$ cat src/rtl/sdram_arb_pkg.sv
// Shared types and default widths for the SDRAM master-port arbiter.
// Imported by the interface-facing top and the round-robin picker.
package sdram_arb_pkg;

  typedef enum logic {
    IDLE    = 1'b0,
    GRANTED = 1'b1
  } arb_state_e;

  localparam int DEF_N        = 2;
  localparam int DEF_ADDR_W   = 32;
  localparam int DEF_DATA_W   = 32;
  localparam int DEF_LOCK_MAX = 8;
  localparam int GRANT_W      = 2;
  localparam int LOCK_CNT_W   = 8;

endpackage

$ cat src/rtl/sdram_master_arbiter_if.sv
// Requester-side and SDRAM-side Avalon-MM signals of the arbiter.
// Requester buses are flattened: slice i belongs to requester i.
interface sdram_master_arbiter_if #(
  parameter int N      = 2,
  parameter int ADDR_W = 32,
  parameter int DATA_W = 32
);

  logic [N*ADDR_W-1:0] req_address;
  logic [N-1:0]        req_read;
  logic [N-1:0]        req_write;
  logic [N*DATA_W-1:0] req_writedata;
  logic [N-1:0]        req_lock;
  logic [N-1:0]        req_waitrequest;
  logic [DATA_W-1:0]   req_readdata;

  logic                master_waitrequest;
  logic [ADDR_W-1:0]   master_address;
  logic                master_read;
  logic                master_write;
  logic [DATA_W-1:0]   master_writedata;
  logic [DATA_W-1:0]   master_readdata;

  // Arbiter view: accepts requester commands, drives the SDRAM port.
  modport slave (
    input  req_address, req_read, req_write, req_writedata, req_lock,
    output req_waitrequest, req_readdata,
    input  master_waitrequest, master_readdata,
    output master_address, master_read, master_write, master_writedata
  );

  // Environment view: requesters plus the SDRAM controller.
  modport master (
    output req_address, req_read, req_write, req_writedata, req_lock,
    input  req_waitrequest, req_readdata,
    output master_waitrequest, master_readdata,
    input  master_address, master_read, master_write, master_writedata
  );

endinterface

$ cat src/rtl/sdram_master_arbiter_rr_picker.sv
// Combinational N-way round-robin priority encoder: the search starts at
// last_grant+1 and wraps, so the previous grantee has lowest priority.
module rr_picker #(
  parameter int N = 2
) (
  input  logic [N-1:0] pending,
  input  logic [1:0]   last_grant,
  output logic [1:0]   winner,
  output logic         any
);

  localparam int IDX_W = (N > 2) ? 2 : 1;

  logic [IDX_W-1:0] idx_s;
  logic             found_s;

  // First pending requester after last_grant, modulo N.
  always_comb begin
    winner  = 2'd0;
    found_s = 1'b0;
    idx_s   = '0;
    for (int k = 1; k <= N; k++) begin
      idx_s = IDX_W'((int'(last_grant) + k) % N);
      if (!found_s && pending[idx_s]) begin
        winner  = 2'(idx_s);
        found_s = 1'b1;
      end else begin
        found_s = found_s;
      end
    end
  end

  assign any = |pending;

endmodule

$ cat src/rtl/sdram_master_arbiter.sv
// Round-robin arbiter sharing one SDRAM Avalon-MM master between N
// requesters, with lock windows bounded by LOCK_MAX completed transfers.
module sdram_master_arbiter
  import sdram_arb_pkg::*;
#(
  parameter int N        = DEF_N,
  parameter int ADDR_W   = DEF_ADDR_W,
  parameter int DATA_W   = DEF_DATA_W,
  parameter int LOCK_MAX = DEF_LOCK_MAX
) (
  input  logic                 clk,
  input  logic                 reset,
  sdram_master_arbiter_if.slave bus,
  output logic                 grant_valid,
  output logic [GRANT_W-1:0]   grant_idx
);

  localparam int IDX_W = (N > 2) ? 2 : 1;

  arb_state_e              state_q, state_d;
  logic [GRANT_W-1:0]      grant_idx_q, grant_idx_d;
  logic [GRANT_W-1:0]      last_grant_q, last_grant_d;
  logic [LOCK_CNT_W-1:0]   lock_cnt_q, lock_cnt_d;

  logic [N-1:0]            pending_s;
  logic [GRANT_W-1:0]      winner_s;
  logic                    any_s;
  logic [IDX_W-1:0]        g_s;
  logic [LOCK_CNT_W:0]     lock_inc_s;
  logic                    done_s;

  logic [ADDR_W-1:0]       m_address_s;
  logic                    m_read_s;
  logic                    m_write_s;
  logic [DATA_W-1:0]       m_writedata_s;
  logic [N-1:0]            r_wait_s;
  logic [DATA_W-1:0]       r_readdata_s;

  assign pending_s  = bus.req_read | bus.req_write;
  assign g_s        = grant_idx_q[IDX_W-1:0];
  assign lock_inc_s = {1'b0, lock_cnt_q} + 9'd1;
  assign done_s     = pending_s[g_s] & ~bus.master_waitrequest;

  rr_picker #(.N(N)) u_picker (
    .pending    (pending_s),
    .last_grant (last_grant_q),
    .winner     (winner_s),
    .any        (any_s)
  );

  // State and grant bookkeeping registers.
  always_ff @(posedge clk or negedge reset) begin
    if (!reset) begin
      state_q      <= IDLE;
      grant_idx_q  <= 2'd0;
      last_grant_q <= GRANT_W'(N - 1);
      lock_cnt_q   <= 8'd0;
    end else begin
      state_q      <= state_d;
      grant_idx_q  <= grant_idx_d;
      last_grant_q <= last_grant_d;
      lock_cnt_q   <= lock_cnt_d;
    end
  end

  // Next-state: grant on any pending, release on unlocked completion or limit.
  always_comb begin
    state_d      = state_q;
    grant_idx_d  = grant_idx_q;
    last_grant_d = last_grant_q;
    lock_cnt_d   = lock_cnt_q;
    case (state_q)
      IDLE: begin
        if (any_s) begin
          state_d     = GRANTED;
          grant_idx_d = winner_s;
          lock_cnt_d  = 8'd0;
        end else begin
          state_d = IDLE;
        end
      end
      GRANTED: begin
        if (done_s) begin
          last_grant_d = grant_idx_q;
          if (bus.req_lock[g_s] && (lock_inc_s < 9'(LOCK_MAX))) begin
            lock_cnt_d = lock_inc_s[LOCK_CNT_W-1:0];
          end else begin
            state_d    = IDLE;
            lock_cnt_d = 8'd0;
          end
        end else if (!pending_s[g_s] && !bus.req_lock[g_s]) begin
          // Grantee walked away without a lock: free the port, keep rotation.
          state_d    = IDLE;
          lock_cnt_d = 8'd0;
        end else begin
          state_d = GRANTED;
        end
      end
      default: begin
        state_d    = IDLE;
        lock_cnt_d = 8'd0;
      end
    endcase
  end

  // Datapath mux: only the grantee reaches the SDRAM port; read wins a clash.
  always_comb begin
    m_address_s   = '0;
    m_read_s      = 1'b0;
    m_write_s     = 1'b0;
    m_writedata_s = '0;
    r_wait_s      = '1;
    r_readdata_s  = '0;
    if (state_q == GRANTED) begin
      m_address_s   = bus.req_address[int'(g_s)*ADDR_W +: ADDR_W];
      m_writedata_s = bus.req_writedata[int'(g_s)*DATA_W +: DATA_W];
      if (bus.req_read[g_s]) begin
        m_read_s = 1'b1;
      end else if (bus.req_write[g_s]) begin
        m_write_s = 1'b1;
      end else begin
        m_read_s = 1'b0;
      end
      r_wait_s[g_s] = bus.master_waitrequest;
      r_readdata_s  = bus.master_readdata;
    end else begin
      r_wait_s = '1;
    end
  end

  assign bus.master_address   = m_address_s;
  assign bus.master_read      = m_read_s;
  assign bus.master_write     = m_write_s;
  assign bus.master_writedata = m_writedata_s;
  assign bus.req_waitrequest  = r_wait_s;
  assign bus.req_readdata     = r_readdata_s;

  assign grant_valid = (state_q == GRANTED);
  assign grant_idx   = grant_idx_q;

endmodule

$ cat src/flat_wrapper.sv
// flat-port wrapper written by rule: the top's interface ports become plain ports
module sdram_master_arbiter_flat import sdram_arb_pkg::*;
#(
  parameter int N        = DEF_N,
  parameter int ADDR_W   = DEF_ADDR_W,
  parameter int DATA_W   = DEF_DATA_W,
  parameter int LOCK_MAX = DEF_LOCK_MAX
)
  (clk, reset, grant_valid, grant_idx, bus_req_address, bus_req_read, bus_req_write, bus_req_writedata, bus_req_lock, bus_req_waitrequest, bus_req_readdata, bus_master_waitrequest, bus_master_readdata, bus_master_address, bus_master_read, bus_master_write, bus_master_writedata);
  sdram_master_arbiter_if #(.N(N), .ADDR_W(ADDR_W), .DATA_W(DATA_W)) bus_i ();
  input  logic clk;
  input  logic reset;
  output logic grant_valid;
  output logic [GRANT_W-1:0] grant_idx;
  input wire logic [$bits(bus_i.req_address)-1:0] bus_req_address;
  input wire logic [$bits(bus_i.req_read)-1:0] bus_req_read;
  input wire logic [$bits(bus_i.req_write)-1:0] bus_req_write;
  input wire logic [$bits(bus_i.req_writedata)-1:0] bus_req_writedata;
  input wire logic [$bits(bus_i.req_lock)-1:0] bus_req_lock;
  output wire logic [$bits(bus_i.req_waitrequest)-1:0] bus_req_waitrequest;
  output wire logic [$bits(bus_i.req_readdata)-1:0] bus_req_readdata;
  input wire logic [$bits(bus_i.master_waitrequest)-1:0] bus_master_waitrequest;
  input wire logic [$bits(bus_i.master_readdata)-1:0] bus_master_readdata;
  output wire logic [$bits(bus_i.master_address)-1:0] bus_master_address;
  output wire logic [$bits(bus_i.master_read)-1:0] bus_master_read;
  output wire logic [$bits(bus_i.master_write)-1:0] bus_master_write;
  output wire logic [$bits(bus_i.master_writedata)-1:0] bus_master_writedata;
  assign bus_i.req_address = bus_req_address;
  assign bus_i.req_read = bus_req_read;
  assign bus_i.req_write = bus_req_write;
  assign bus_i.req_writedata = bus_req_writedata;
  assign bus_i.req_lock = bus_req_lock;
  assign bus_req_waitrequest = bus_i.req_waitrequest;
  assign bus_req_readdata = bus_i.req_readdata;
  assign bus_i.master_waitrequest = bus_master_waitrequest;
  assign bus_i.master_readdata = bus_master_readdata;
  assign bus_master_address = bus_i.master_address;
  assign bus_master_read = bus_i.master_read;
  assign bus_master_write = bus_i.master_write;
  assign bus_master_writedata = bus_i.master_writedata;
  sdram_master_arbiter #(.N(N), .ADDR_W(ADDR_W), .DATA_W(DATA_W), .LOCK_MAX(LOCK_MAX)) u_core (.clk(clk), .reset(reset), .bus(bus_i), .grant_valid(grant_valid), .grant_idx(grant_idx));
endmodule
$ cat config.mk
export PLATFORM = sky130hd
export DESIGN_NAME = sdram_master_arbiter_flat
export DESIGN_NICKNAME = d
export VERILOG_FILES = /design/src/rtl/sdram_arb_pkg.sv /design/src/rtl/sdram_master_arbiter_if.sv /design/src/rtl/sdram_master_arbiter_rr_picker.sv /design/src/rtl/sdram_master_arbiter.sv /design/src/flat_wrapper.sv
export SDC_FILE = /design/constraint.sdc
export NUM_CORES = 1
export LEC_CHECK = 0
export CAP_MARGIN = 20
export CORE_AREA = 2 2 104 106
export DETAILED_ROUTE_END_ITERATION = 7
export DIE_AREA = 0 0 106 108
export GPL_TIMING_DRIVEN = 0
export PLACE_DENSITY = 0.66
export SETUP_SLACK_MARGIN = 0.15
export SLEW_MARGIN = 20
export SYNTH_ARGS = -nofsm -noshare
export SYNTH_HDL_FRONTEND = slang
export SYNTH_SLANG_ARGS = --single-unit
$ cat constraint.sdc
create_clock -name clk -period 1.5 [get_ports clk]
set_clock_uncertainty 0.05 [all_clocks]
set_input_delay 0.3 -clock clk [delete_from_list [all_inputs] [get_ports clk]]
set_output_delay 0.3 -clock clk [all_outputs]
set_load 0.01 [all_outputs]
==> results of run 1 <==
==> state kept, by name, summed over array words and instances, names as in the netlist <==
name                 cells
u_core.grant_idx         1
u_core.grant_valid       1
u_core.last_grant_q      1
u_core.lock_cnt_q        8
==> repair_timing <==
item	in CTS	in global routing
setup buffers	27	3
cloned	3	5
endpoints found under the setup margin	113	113
pin swaps	9	7
resized for setup	533	94
==> power by group through the flow <==
stage               sequential, mW  combinational (mW)  clock, mW
floorplan                    0.410                2.96          0
global placement             0.402                5.92          0
detailed placement           0.405                5.95          0
CTS                          0.390                6.80      0.302
global route                 0.401                8.28      0.316
finish                       0.398                7.84      0.297
==> cell type report <==
class,count,area [um2]
flip-flops and latches,11,277
repair buffers,308,2950
fillers,956,4570
plain buffers,20,305
well taps,136,170
clock buffers,4,45.0
diodes,3,7.51
inverters,7,30.0
multi-input cells,208,1880
==> through the flow <==
| stage | power, mW | setup slack (ns) | hold slack (ns) | util |
|---|---|---|---|---|
| after floorplan | 3.37 | -0.0255 | -0.0456 | - |
| after global placement | 6.32 | -0.788 | 0.437 | 0.473 |
| after detailed placement | 6.35 | -0.793 | 0.437 | 0.473 |
| after CTS | 7.49 | -0.384 | 0.362 | 0.512 |
| after global routing | 9.00 | -0.446 | 0.395 | 0.553 |
| final | 8.54 | -0.391 | 0.357 | 0.553 |
==> cell families after synthesis <==
logic type,share of synthesized area
AO/OA/AOI/OAI,0.0692
XOR/XNOR,0.00489
adder cells (fa/ha/maj),0.00699
buffers and inverters,0.0650
flip-flops,0.154
multiplexers,0.375
other,0.00209
AND/OR/NAND/NOR,0.322
==> path summary, 6_finish.rpt <==
check	from	end	slack, ns
worst max-delay path	u_core.grant_idx[0]$_DFFE_PN0P_	bus_req_waitrequest[0]	-0.39
worst min-delay path	reset	u_core.grant_valid$_DFF_PN0_	0.36
worst max register to register	u_core.grant_idx[0]$_DFFE_PN0P_	u_core.lock_cnt_q[2]$_DFFE_PN0P_	-0.33
worst min register to register	u_core.last_grant_q[0]$_DFFE_PN1P_	u_core.last_grant_q[0]$_DFFE_PN1P_	0.43
max in group asynchronous	reset	u_core.last_grant_q[0]$_DFFE_PN1P_	0.68
min in group clk	u_core.last_grant_q[0]$_DFFE_PN1P_	u_core.last_grant_q[0]$_DFFE_PN1P_	0.43
==> cells in the mapped netlist (all sizes together), types with 3 or more instances <==
cell type and number:
and2 32, buf 16, clkbuf 4, dfrtp 10, inv 7, mux2i 66
nand2 3, nand3 3, nor2 71, nor2b 5, nor3 4, o21ai 4
==> per-layer routing <==
layer / wire length, um / share of wire
met5: 41 / 0.0032
met2: 6440 / 0.50
met4: 56 / 0.0044
met3: 1570 / 0.12
met1: 4710 / 0.37
==> reports/metrics.csv, run 1 <==
metric;value;unit
status;complete, but fails checks;
violations;setup timing;
hpwlAfterDp;9.98;mm
numCtsBuffers;3;
synth_nets;416;
area_growth;216;%
synth_edf_count;0;
place_area;0.00484;mm2
wl;12.8;mm
path_class;reg -> out;
dr.pass1.iters;4;
crit_fanout;7;
final-instance-count-excl-fill;697;
clock-sinks;11;
p_sw_frac;0.414;
max_freq;0.529;GHz
ant_nets;0;
tns;-30.89;ns
clkTransAtPathRegs;0.05;ns
core-area;0.0102;mm2
use_met2;0.362;
grt_pass1_vias;3070;
syn-mean-instance-area;7.28;um2
cp.depth;5;
place_congestion;0.881;
final_cell_area;0.00566;mm2
critPathTopFamily;buffers and inverters;
seq_power_share;0.047;
powerDensity;1510;mW/mm2
drc_errors;0;
grt.overflow.total;0;
busiest_layer;met2;
ys_ff_latch;11;
ys_warn_count;0;
antenna_found_initial;7;
grt_max_degree;12;
max-vdd-ir-drop;0.00107;V
cap_violations;0;
hold_viol;0;
routedWlPerCell;18.4;um
min_period_over_period;1.26;
place_inst;652;
finalCriticalPeriod;1.89;ns
pwr-share-clk;0.035;
holdBufCountCts;0;
via_count;2973;
drive_gt1_frac;0.513;
clkLatencyLatePin;0.24;ns
die_h;108;um
die_area;0.0114;mm2
yosysSeqAreaShare;0.154;
pin_count;272;
path_cells;buf_6 > buf_6 > buf_6 > or3_4 > buf_6;
cp-start-kind;flop;
drt_iter0_markers;92;
ff2ff_path_depth;8;
setup_viol;110;
die_w;106;um
p_sw;3.53;mW
cts-root-buf;clkbuf_8;
grt_util_met3;0.111;
p_comb_frac;0.919;
cp-end-kind;output port;
synthFlopType;dfrtp_1;
critical_path_arrival;1.54;ns
initial_core_util;0.175;
vias_per_cell;4.27;
synthDistinctLibCells;33;
grt_pass1_wl;18.2;mm
slowest_stage;dfrtp_1;
synth_top_area_cell;mux2i_1;
async_flop_share;1.00;
num_rows;37;
worst_slew_pin_slew;0.515;ns
relSlewSlack;0.656;
final_net_count;729;
use_met1;0.229;
cts_tree;done;
grt_setup_unrepaired;yes;
fin_ws;-0.391;ns
mappedNetlistArea;0.00179;mm2
synth.top_cell.area_share;0.369;
port-buffer-count;270;
cpMostUsedCell;buf_6;
htree_levels;1;
required;1.15;ns
internal-power;5.00;mW
cp_slowest_stage_delay;0.39;ns
mostFrequentLayoutCells;clkdlybuf4s50_1, buf_6, buf_2, mux2i_1, nor2_2;
min_path_type;in -> async;
synth_cells;246;
path_buf_inv;4;
layout_commonest_cell;clkdlybuf4s50_1;
globalRouteTotalUtil;0.207;
clk_path_buf_depth;2;
synthTopCellsByArea;mux2i_1, nor2_1, dfrtp_1;
p_leak;2.58;nW
slew_violations;0;
Note: power is estimated with default switching activity, not from simulation.
==> inputs of run 2 (changes only) <==
Settings changed: CELL_PAD_IN_SITES_DETAIL_PLACEMENT from default to 0, CELL_PAD_IN_SITES_GLOBAL_PLACEMENT from default to 1, CORE_AREA 2 2 104 106 to default, CORE_ASPECT_RATIO from default to 0.7, CORE_MARGIN from default to 5, CORE_UTILIZATION from default to 12, DIE_AREA 0 0 106 108 to default, PLACE_DENSITY 0.66 to default, PLACE_DENSITY_LB_ADDON from default to 0.1.
==> run 2 against run 1 <==
The run still ends with setup timing left. Combinational power shrank 3.7%. Wire length shrank 9.9%. Sequential share of layout area about the same. Critical path depth unchanged. Via count fell by 2.0%. Worst setup slack improved by 0.038 ns. Largest cell class unchanged. Count of clock-buffer cells in the layout shrank 1. Highest routed layer is now met4. Non-clock buffer count decreased by 5. Largest power group unchanged.
==> reports/metrics.csv, run 2 (same netlist as run 1, synthesis figures left out) <==
metric;value;unit
status;complete, but fails checks;
violations;setup timing;
die_area;0.0175;mm2
regMostFlops;u_core.lock_cnt_q;
r2r_start;u_core.grant_valid$_DFF_PN0_;
largest_reg_flops;8;
min_period_over_period;1.24;
worst_slew_pin_slew;0.537;ns
setup_viol;107;
numCtsBuffers;3;
clkTransAtPathRegs;0.04;ns
fin_total_pwr;8.44;mW
drive_gt1_frac;0.476;
drc_errors;0;
fin_ws;-0.353;ns
critical_path_arrival;1.50;ns
r2r_end;u_core.lock_cnt_q[2]$_DFFE_PN0P_;
tns;-28.15;ns
grt_setup_unrepaired;yes;
relSlewSlack;0.641;
final_cell_area;0.00565;mm2
place_congestion;0.850;
fin_util;0.385;
area_growth;215;%
htree_levels;1;
via_count;2915;
max-vdd-ir-drop;0.000516;V
grt_max_degree;12;
finalCriticalPeriod;1.85;ns
holdBufCountCts;0;
core-area;0.0147;mm2
crit_fanout;4;
routedWlPerCell;15.4;um
cap_violations;0;
final_net_count;724;
port-buffer-count;270;
layout_commonest_cell;clkdlybuf4s50_1;
min_path_type;in -> async;
antenna_found_initial;0;
hpwlAfterDp;9.65;mm
seqCellArea;277;um2
cts_tree;done;
hold_viol;0;
clk_path_buf_depth;2;
path_class;reg -> out;
required;1.15;ns
powerDensity;1490;mW/mm2
ant_nets;0;
max_freq;0.540;GHz
regToRegSetupSlack;-0.20;ns
cts-root-buf;clkbuf_16;
initial_core_util;0.122;
ff2ff_path_depth;9;
num_rows;37;
timing.critical_path.to;bus_req_waitrequest[0];
die_w;156;um
multi_input_area;0.00190;mm2
clkLatencyLatePin;0.24;ns
mostFrequentLayoutCells;clkdlybuf4s50_1, buf_2, buf_6, mux2i_1, nor2_2;
vias_per_cell;3.90;
clock-sinks;11;
wl;11.5;mm
place_area;0.00492;mm2
critPathLaunch;u_core.grant_valid$_DFF_PN0_;
grt_pass1_vias;2901;
grt.overflow.total;0;
hold-worst-slack;0.365;ns
dr.pass1.iters;4;
drt_iter0_markers;61;
cp-end-kind;output port;
grt_pass1_wl;16.5;mm
die_h;112;um
p_leak;2.50;nW
fill_cells;1502;
diodes;0;
globalRouteTotalUtil;0.117;
slew_violations;0;
pin_count;272;
cp-start-kind;flop;
-- run 2: stage by stage --
stage | worst slack (ns) | instances
floorplan | -0.0255 | 246
finish | -0.353 | 748
detailed placement | -0.773 | 711
global route | -0.444 | 748
CTS | -0.386 | 742
global placement | -0.776 | 711
-- run 2: layer usage --
metal  share of wire  GRT usage  vias to the layer above
li1                -          -                     1446
met3            0.11     0.0405                        8
met2            0.52      0.219                      156
met5               0          0                        -
met4           0.011     0.0187                        0
met1            0.35      0.130                     1305
-- run 2: final cells by class --
type,count,share of cell area
repair buffers,303,0.498
multi-input cells,208,0.337
well taps,195,0.0432
clock inverters,1,0.000886
plain buffers,20,0.0534
inverters,7,0.00532
flip-flops and latches,11,0.0490
clock buffers,3,0.0133
-- run 2: critical path: stages, from the launching register on --
cell and delay [ns]:
dfrtp_1 0.35, buf_6 0.12, clkinvlp_4 0.15, buf_6 0.16
or3_4 0.36, buf_6 0.14
-- run 2: worst min-delay path by stage --
stage | slack [ns] | endpoint | depth (start not counted) | startpoint
global placement | 0.44 | u_core.lock_cnt_q[7]$_DFFE_PN0P_ | 1 | u_core.lock_cnt_q[7]$_DFFE_PN0P_
floorplan | -0.05 | u_core.grant_idx[0]$_DFFE_PN0P_ | 0 | reset
finish | 0.36 | u_core.lock_cnt_q[2]$_DFFE_PN0P_ | 1 | reset
global route | 0.41 | u_core.lock_cnt_q[2]$_DFFE_PN0P_ | 1 | reset
detailed placement | 0.44 | u_core.lock_cnt_q[7]$_DFFE_PN0P_ | 1 | u_core.lock_cnt_q[7]$_DFFE_PN0P_
CTS | 0.39 | u_core.lock_cnt_q[0]$_DFFE_PN0P_ | 1 | reset
-- run 2: power breakdown --
part / switching, mW / internal [mW] / leakage (nW) / total [mW]
registers: 0.0381 / 0.357 / 0.144 / 0.395
clock network: 0.137 / 0.353 / 0.0409 / 0.490
logic: 3.30 / 4.25 / 2.32 / 7.55
total: 3.48 / 4.96 / 2.50 / 8.44
-- run 2: what timing repair did --
item / CTS / global route
pin swaps: 42 / 12
cloned: 2 / 0
setup buffers: 25 / 6
gates resized for setup: 517 / 105
setup endpoints to repair: 113 / 112
